--- src/rtl/regfile_pkg.sv ---
// Shared register-file constants and types for the write-back path.
package regfile_pkg;

  localparam int XLEN       = 32;
  localparam int REG_ADDR_W = 5;

  localparam logic [REG_ADDR_W-1:0] REG_ZERO = 5'd0;

  typedef logic [REG_ADDR_W-1:0] reg_idx_t;
  typedef logic [XLEN-1:0]       xlen_t;

endpackage

--- src/rtl/rr_arbiter.sv ---
// Round-robin arbiter: one-hot grant searched upward from a rotating pointer,
// which moves just past the winner on every grant.
module rr_arbiter #(
  parameter int N = 2
) (
  input  logic                                  clk,
  input  logic                                  reset,
  input  logic [N-1:0]                          req,
  input  logic                                  en,
  output logic [N-1:0]                          gnt,
  output logic [((N > 1) ? $clog2(N) : 1)-1:0]  gnt_idx
);

  localparam int IDX_W = (N > 1) ? $clog2(N) : 1;

  logic [IDX_W-1:0] ptr;
  logic [IDX_W-1:0] candIdx;
  logic             found;

  // Winner index is computed even when disabled; only the grant vector is gated.
  always_comb begin
    gnt     = '0;
    gnt_idx = '0;
    found   = 1'b0;
    candIdx = '0;
    for (int k = 0; k < N; k++) begin
      candIdx = IDX_W'((int'(ptr) + k) % N);
      if (!found && req[candIdx]) begin
        found   = 1'b1;
        gnt_idx = candIdx;
      end
    end
    if (en && found) begin
      gnt[gnt_idx] = 1'b1;
    end
  end

  always_ff @(posedge clk) begin
    if (reset) begin
      ptr <= '0;
    end else if (|gnt) begin
      ptr <= (gnt_idx == IDX_W'(N - 1)) ? '0 : gnt_idx + IDX_W'(1);
    end
  end

endmodule

--- src/rtl/reg_write_arbiter.sv ---
// Shares the register file write port among NUM_REQ write-back requesters.
// Define REG_WRITE_ARB_STATS_EN to add the stat_drop_cnt (x0 write) counter.
module reg_write_arbiter
  import regfile_pkg::*;
#(
  parameter int NUM_REQ = 2,
  parameter int DATA_W  = XLEN,
  parameter int ADDR_W  = REG_ADDR_W
) (
  input  logic                      clk,
  input  logic                      reset,
  input  logic                      wb_hold,
  input  logic [NUM_REQ-1:0]        req_valid,
  output logic [NUM_REQ-1:0]        req_ready,
  input  logic [NUM_REQ*ADDR_W-1:0] req_addr,
  input  logic [NUM_REQ*DATA_W-1:0] req_data,
  output logic                      rf_write,
  output logic [ADDR_W-1:0]         rf_addr,
  output logic [DATA_W-1:0]         rf_data,
  output logic                      busy
`ifdef REG_WRITE_ARB_STATS_EN
  ,
  output logic [15:0]               stat_drop_cnt
`endif
);

  localparam int IDX_W = (NUM_REQ > 1) ? $clog2(NUM_REQ) : 1;

  logic [IDX_W-1:0]  gntIdx;
  logic              grantEn;
  logic              xfer;
  logic [ADDR_W-1:0] selAddr;
  logic [DATA_W-1:0] selData;
  logic              selIsZero;

  assign grantEn = ~wb_hold & ~reset;

  rr_arbiter #(.N(NUM_REQ)) u_arb (
    .clk     (clk),
    .reset   (reset),
    .req     (req_valid),
    .en      (grantEn),
    .gnt     (req_ready),
    .gnt_idx (gntIdx)
  );

  assign xfer      = |req_ready;
  assign selAddr   = req_addr[gntIdx*ADDR_W +: ADDR_W];
  assign selData   = req_data[gntIdx*DATA_W +: DATA_W];
  assign selIsZero = (selAddr == ADDR_W'(REG_ZERO));
  assign busy      = (|req_valid) | rf_write;

  // x0 writes still load addr/data but never raise the write enable.
  always_ff @(posedge clk) begin
    if (reset) begin
      rf_write <= 1'b0;
      rf_addr  <= '0;
      rf_data  <= '0;
    end else if (xfer) begin
      rf_write <= ~selIsZero;
      rf_addr  <= selAddr;
      rf_data  <= selData;
    end else begin
      rf_write <= 1'b0;
    end
  end

`ifdef REG_WRITE_ARB_STATS_EN
  always_ff @(posedge clk) begin
    if (reset) begin
      stat_drop_cnt <= '0;
    end else if (xfer && selIsZero && (stat_drop_cnt != 16'hFFFF)) begin
      stat_drop_cnt <= stat_drop_cnt + 16'd1;
    end
  end
`endif

endmodule

--- config.mk ---
export PLATFORM = sky130hd
export DESIGN_NAME = reg_write_arbiter
export DESIGN_NICKNAME = d
export VERILOG_FILES = /design/src/rtl/regfile_pkg.sv /design/src/rtl/rr_arbiter.sv /design/src/rtl/reg_write_arbiter.sv
export SDC_FILE = /design/constraint.sdc
export NUM_CORES = 1
export LEC_CHECK = 0
export CAP_MARGIN = 20
export CELL_PAD_IN_SITES_DETAIL_PLACEMENT = 0
export CELL_PAD_IN_SITES_GLOBAL_PLACEMENT = 1
export CORE_UTILIZATION = 24
export DETAILED_ROUTE_END_ITERATION = 7
export GPL_TIMING_DRIVEN = 0
export PLACE_DENSITY_LB_ADDON = 0.1
export SYNTH_ARGS = -nofsm -noshare
export SYNTH_HDL_FRONTEND = slang
export SYNTH_SLANG_ARGS = --single-unit
--- constraint.sdc ---
create_clock -name clk -period 1.5 [get_ports clk]
set_clock_uncertainty 0.15 [all_clocks]
set_input_delay 0.225 -clock clk [delete_from_list [all_inputs] [get_ports clk]]
set_output_delay 0.225 -clock clk [all_outputs]
set_load 0.02 [all_outputs]
==> results.yml, run 1 <==
logic_synthesis:
  syn_inst: 222
  syn_area_mm2: 0.00201
  synth_edf_count: 0
  ys_types: 25
  synthesis.nets: 301
  ys_top_cells_by_area: "dfxtp_1 (39%), a311oi_2 (15%), nand3_1 (7.2%)"
  ys_ff_latch: 39
  synth_top_area_share_pct: 38.9
  synth_largest_area_cell: "dfxtp_1"
  synthTopCellsByCount: "dfxtp_1 (39), nand3_1 (29), o21ai_0 (29)"
  async_reset_ff_share_pct: 0
  ys_seq_area_share_pct: 38.9
  avgSynthCellArea_um2: 9.05
  ys_warn_count: 0
  synth-main-ff-cell: "dfxtp_1"
  synthMostInstantiatedCell: "dfxtp_1"
sta:
  setup_violations: 0
  worst_hold_slack_ps: 147
  rsz0062_at_grt: "true"
  post-route-period-util_pct: 99.4
  fin_setup_tns_ps: 0
  fin_ws_ps: 9.52
  worst_pin_slew_ps: 528
  max_freq_mhz: 671
  finalCriticalPeriod_ps: 1490
  hold_viol_final: 0
  timing.final.max_slew_violations: 0
  max_slew_margin_pct: 64.8
hold_path:
  worstHoldPathType: "in -> reg"
  worstHoldPathCells: 4
cells_and_area:
  drive_gt1_share_pct: 19.4
  nNetsFinal: 428
  fillers: 786
  area_growth_pct: 72.5
  insertedDiodeCount: 0
floorplanning:
  core_mm2: 0.00793
  initial_core_util_pct: 25.3
  die_area_mm2: 0.00874
  num_rows: 32
  pin_count: 120
  fp.dieW_um: 93.5
  die_height_um: 93.5
worst_setup_path:
  crit_path_start_kind: "register"
  required_ps: 1120
  worstPathArrival_ps: 1120
  rr_worst_depth: 4
  cp-end-kind: "output pin"
  critical_path_class: "reg -> out"
  critical_path_peak_fanout: 4
  rrSetupSlack_ps: 50
routing:
  drt_iter0_markers: 112
  routed_wirelength_um: 7530
  via_per_inst: 5.08
  wl_per_cell_um: 16.7
  drt_first_pass_iters: 4
  ant_nets: 0
  via_count: 2295
  drc_errors: 0
placement:
  portBuffers: 118
  place_hpwl_um: 5270
  dp_slack_ps: -1230
  gp_congestion: 0.760
global_routing:
  overflow: 0
  antenna_found_initial: 0
  grt_max_degree: 12
  grt_pass1_wl_um: 12100
  grt_pass1_vias: 2356
  grtUsageTotal_pct: 18.1
cts:
  cts_tree: "yes"
  clk_pin_slew_ps: 80
  numCtsBuffers: 5
  hold_buffers: 0
  clock_tree.buffer_depth: 2
  cts_root_buffer: "clkbuf_8"
  cts.sinks: 39
  insertion_delay_ps: 290
  htreeDepth: 2
power:
  powerDensity_mw_per_mm2: 796
  power.leakage_nw: 1.35
  ir_worst_vdd_mv: 0.421
  totalPowerFinal_mw: 2.76
job:
  drv_cap: 0
run_status:
  run_status: "finished clean"
path summary, 6_finish.rpt:
path / startpoint / end
worst min register to register: rf_addr[1] / rf_addr[1]
worst max register to register: u_arb.ptr / rf_addr[3]
worst min-delay path: req_valid[1] / u_arb.ptr
worst max-delay path: u_arb.ptr / req_ready[1]
area by class of cell:
cell class | count | area, um2 | area share, %
buffer | 25 | 164 | 4.73
clock buffer | 8 | 100 | 2.89
inverter | 1 | 3.75 | 0.108
multi-input combinational | 153 | 1100 | 31.7
sequential | 39 | 783 | 22.6
tap | 102 | 128 | 3.68
timing repair buffer | 124 | 1190 | 34.3
registers in the layout (all words and copies together), names as in the netlist:
| signal | count |
|---|---|
| rf_data | 32 |
| rf_addr | 5 |
| rf_write | 1 |
| u_arb.ptr | 1 |
worst max-delay path: stages, from the launching register on:
cell      delay (ps)
dfxtp_2          360
nand2b_4         140
and3_4           200
buf_6            120
power breakdown:
group          leakage [nW]  internal [mW]  switching (mW)
Sequential            0.322           1.11          0.0330
Combinational         0.980          0.409           0.399
Clock                0.0515          0.421           0.389
Total                  1.35           1.94           0.821
stage by stage:
step	instances	utilization, %	cell area, um2
after floorplan	222	-	2010
after global placement	442	41.8	3320
after detailed placement	442	41.8	3320
after CTS	453	43.4	3440
after global routing	452	43.7	3460
final	452	43.7	3460
layout by cell type, fill, tap and decap left out, drive strengths merged:
cell type	instances
nor3	2
nand2b	1
clkbuf	22
o22ai	1
inv	1
o21ba	1
a22o	1
or2	1
clkdlybuf4s50	74
nor2	8
or3	1
and2	1
a21oi	25
nor3b	8
nor2b	2
dlygate4sd2	40
o21ai	29
nand2	3
and3	3
dfxtp	39
nand3	29
a311oi	29
a221o	8
buf	21
per-layer routing:
metal	vias up	GRT usage, %	routed length, um
met5	-	0	0
met4	0	5.77	100
met3	9	5.04	528
met2	89	30.0	3570
met1	1085	22.7	3340
li1	1112	-	-
what timing repair did:
action	CTS	global route
gates resized for setup	81	15
pin swaps	2	0
endpoints found under the setup margin	80	23
buffers inserted	5	1
logic make-up after synthesis:
| logic type | after synthesis | share of synthesized area [%] |
|---|---|---|
| AO/OA/AOI/OAI | 94 | 37.6 |
| flip-flops | 39 | 38.9 |
| AND/OR/NAND/NOR | 59 | 15.8 |
| buffers and inverters | 30 | 7.73 |
(Power assumes the default switching activity.)
==> run 2, diff against run 1 <==
--- a/config.mk
+++ b/config.mk
@@ -8,10 +8,12 @@
 export CAP_MARGIN = 20
 export CELL_PAD_IN_SITES_DETAIL_PLACEMENT = 0
 export CELL_PAD_IN_SITES_GLOBAL_PLACEMENT = 1
+export CORE_MARGIN = 8
 export CORE_UTILIZATION = 24
 export DETAILED_ROUTE_END_ITERATION = 7
 export GPL_TIMING_DRIVEN = 0
 export PLACE_DENSITY_LB_ADDON = 0.1
+export SKIP_CTS_REPAIR_TIMING = 1
 export SYNTH_ARGS = -nofsm -noshare
 export SYNTH_HDL_FRONTEND = slang
 export SYNTH_SLANG_ARGS = --single-unit
==> results.yml, run 2 (synthesis gave the netlist of run 1 again) <==
sta:
  fin_ws_ps: -79.5
  worst_pin_slew_ps: 486
  rsz0062_at_grt: "true"
  max_slew_margin_pct: 67.6
  max_freq_mhz: 633
  finalCriticalPeriod_ps: 1580
  hold_viol_final: 0
  post-route-period-util_pct: 105
  timing.final.max_slew_violations: 0
  setup_violations: 2
hold_path:
  worstHoldPathType: "in -> reg"
power:
  power.leakage_nw: 1.83
  powerDensity_mw_per_mm2: 776
  ir_worst_vdd_mv: 0.310
cts:
  numCtsBuffers: 5
  cts_tree: "yes"
  cts_root_buffer: "clkbuf_8"
  cts.sinks: 39
  clock_tree.buffer_depth: 2
  clk_pin_slew_ps: 80
  htreeDepth: 2
  insertion_delay_ps: 290
routing:
  wl_per_cell_um: 18.5
  via_per_inst: 5.02
  drc_errors: 0
  drt_iter0_markers: 73
  ant_nets: 0
  drt_first_pass_iters: 4
  routed_wirelength_um: 8470
  via_count: 2292
cells_and_area:
  area_growth_pct: 80.0
  layout_commonest_cell: "clkdlybuf4s50_1"
  utilization_pct: 44.2
  layout_common_cells: "clkdlybuf4s50_1 (74), dlymetal6s2s_1 (40), dfxtp_1 (38)"
  top_register: "rf_data"
  nNetsFinal: 429
  reg_top3: "rf_data: 32 flops, rf_addr: 5 flops"
  drive_gt1_share_pct: 19.4
  largest_reg_flops: 32
  stdcell_count: 457
worst_setup_path:
  cp-end-kind: "output pin"
  worstPathArrival_ps: 1200
  required_ps: 1120
  critical_path_peak_fanout: 9
  critical_path_class: "reg -> out"
  crit_path_start_kind: "register"
global_routing:
  grt_pass1_wl_um: 13000
  met2_usage_pct: 24.3
  grtUsageMet1_pct: 16.8
  grt_use_met3_pct: 3.53
  grt.busiest_layer: "met2"
  grt_pass1_vias: 2453
  grtUsageTotal_pct: 14.1
  grt_max_degree: 12
  antenna_found_initial: 1
  overflow: 0
placement:
  portBuffers: 118
  gp_congestion: 0.681
  place_hpwl_um: 5980
  placedCellCount: 445
  dp_slack_ps: -1260
floorplanning:
  pin_count: 120
  num_rows: 33
  initial_core_util_pct: 24.6
  die_height_um: 107
  fp.dieW_um: 107
  core_mm2: 0.00818
  die_area_mm2: 0.0116
job:
  drv_cap: 0
run_status:
  violations: "negative setup slack"
  run_status: "finished with violations"
==> run 2: changes by cell type in the layout (fill, tap and decap cells not counted) <==
cell / previous run / this run
clkbuf_4: 2 / 0
buf_4: 8 / 10
buf_12: 1 / 0
dlymetal6s2s_1: 0 / 40
dlygate4sd2_1: 40 / 0
dfxtp_2: 2 / 1
diode_2: 0 / 1
dfxtp_1: 37 / 38
buf_6: 8 / 9
buf_2: 4 / 3
clkbuf_2: 8 / 10
==> run 2: worst max-delay path, cell delays in order (launching register included) <==
cell and delay, ps:
dfxtp_2 370, nand2b_4 150, and3_4 260, buf_6 140
==> run 2: worst paths after layout <==
check                           cells past startpoint          from  slack, ps      endpoint
worst max-delay path                                3     u_arb.ptr        -80  req_ready[1]
worst min-delay path                                4  req_valid[1]        140     u_arb.ptr
worst max register to register                      5     u_arb.ptr         40    rf_addr[3]
worst min register to register                      2    rf_addr[0]        360    rf_addr[0]
==> run 2: per-stage QoR <==
| stage | hold WS, ps | cell area [um2] | total power [mW] | setup TNS, ps |
|---|---|---|---|---|
| floorplan | 213 | 2010 | 1.55 | 0 |
| global placement | 343 | 3320 | 2.00 | -30300 |
| detailed placement | 350 | 3320 | 2.00 | -29480 |
| CTS | 132 | 3420 | 2.83 | -22360 |
| global route | 174 | 3610 | 2.94 | -195 |
| finish | 136 | 3610 | 2.80 | -83.4 |
==> run 2: layer usage <==
layer / wire length, um / vias to the layer above
met5: 0 / -
met4: 96 / 0
met3: 472 / 6
met2: 4100 / 79
met1: 3810 / 1098
li1: - / 1109
==> run 2: final cells by class <==
type / count / area (um2)
plain buffers: 25 / 171
inverters: 1 / 3.75
well taps: 105 / 131
multi-input cells: 153 / 1100
fillers: 822 / 4560
repair buffers: 125 / 1330
flip-flops and latches: 39 / 782
diodes: 1 / 2.50
clock buffers: 8 / 100
==> run 2: report_power, final <==
group	internal (mW)	switching (mW)	leakage, nW
Combinational	0.444	0.403	1.46
Sequential	1.11	0.0343	0.321
Clock	0.421	0.394	0.0515
Total	1.97	0.832	1.83
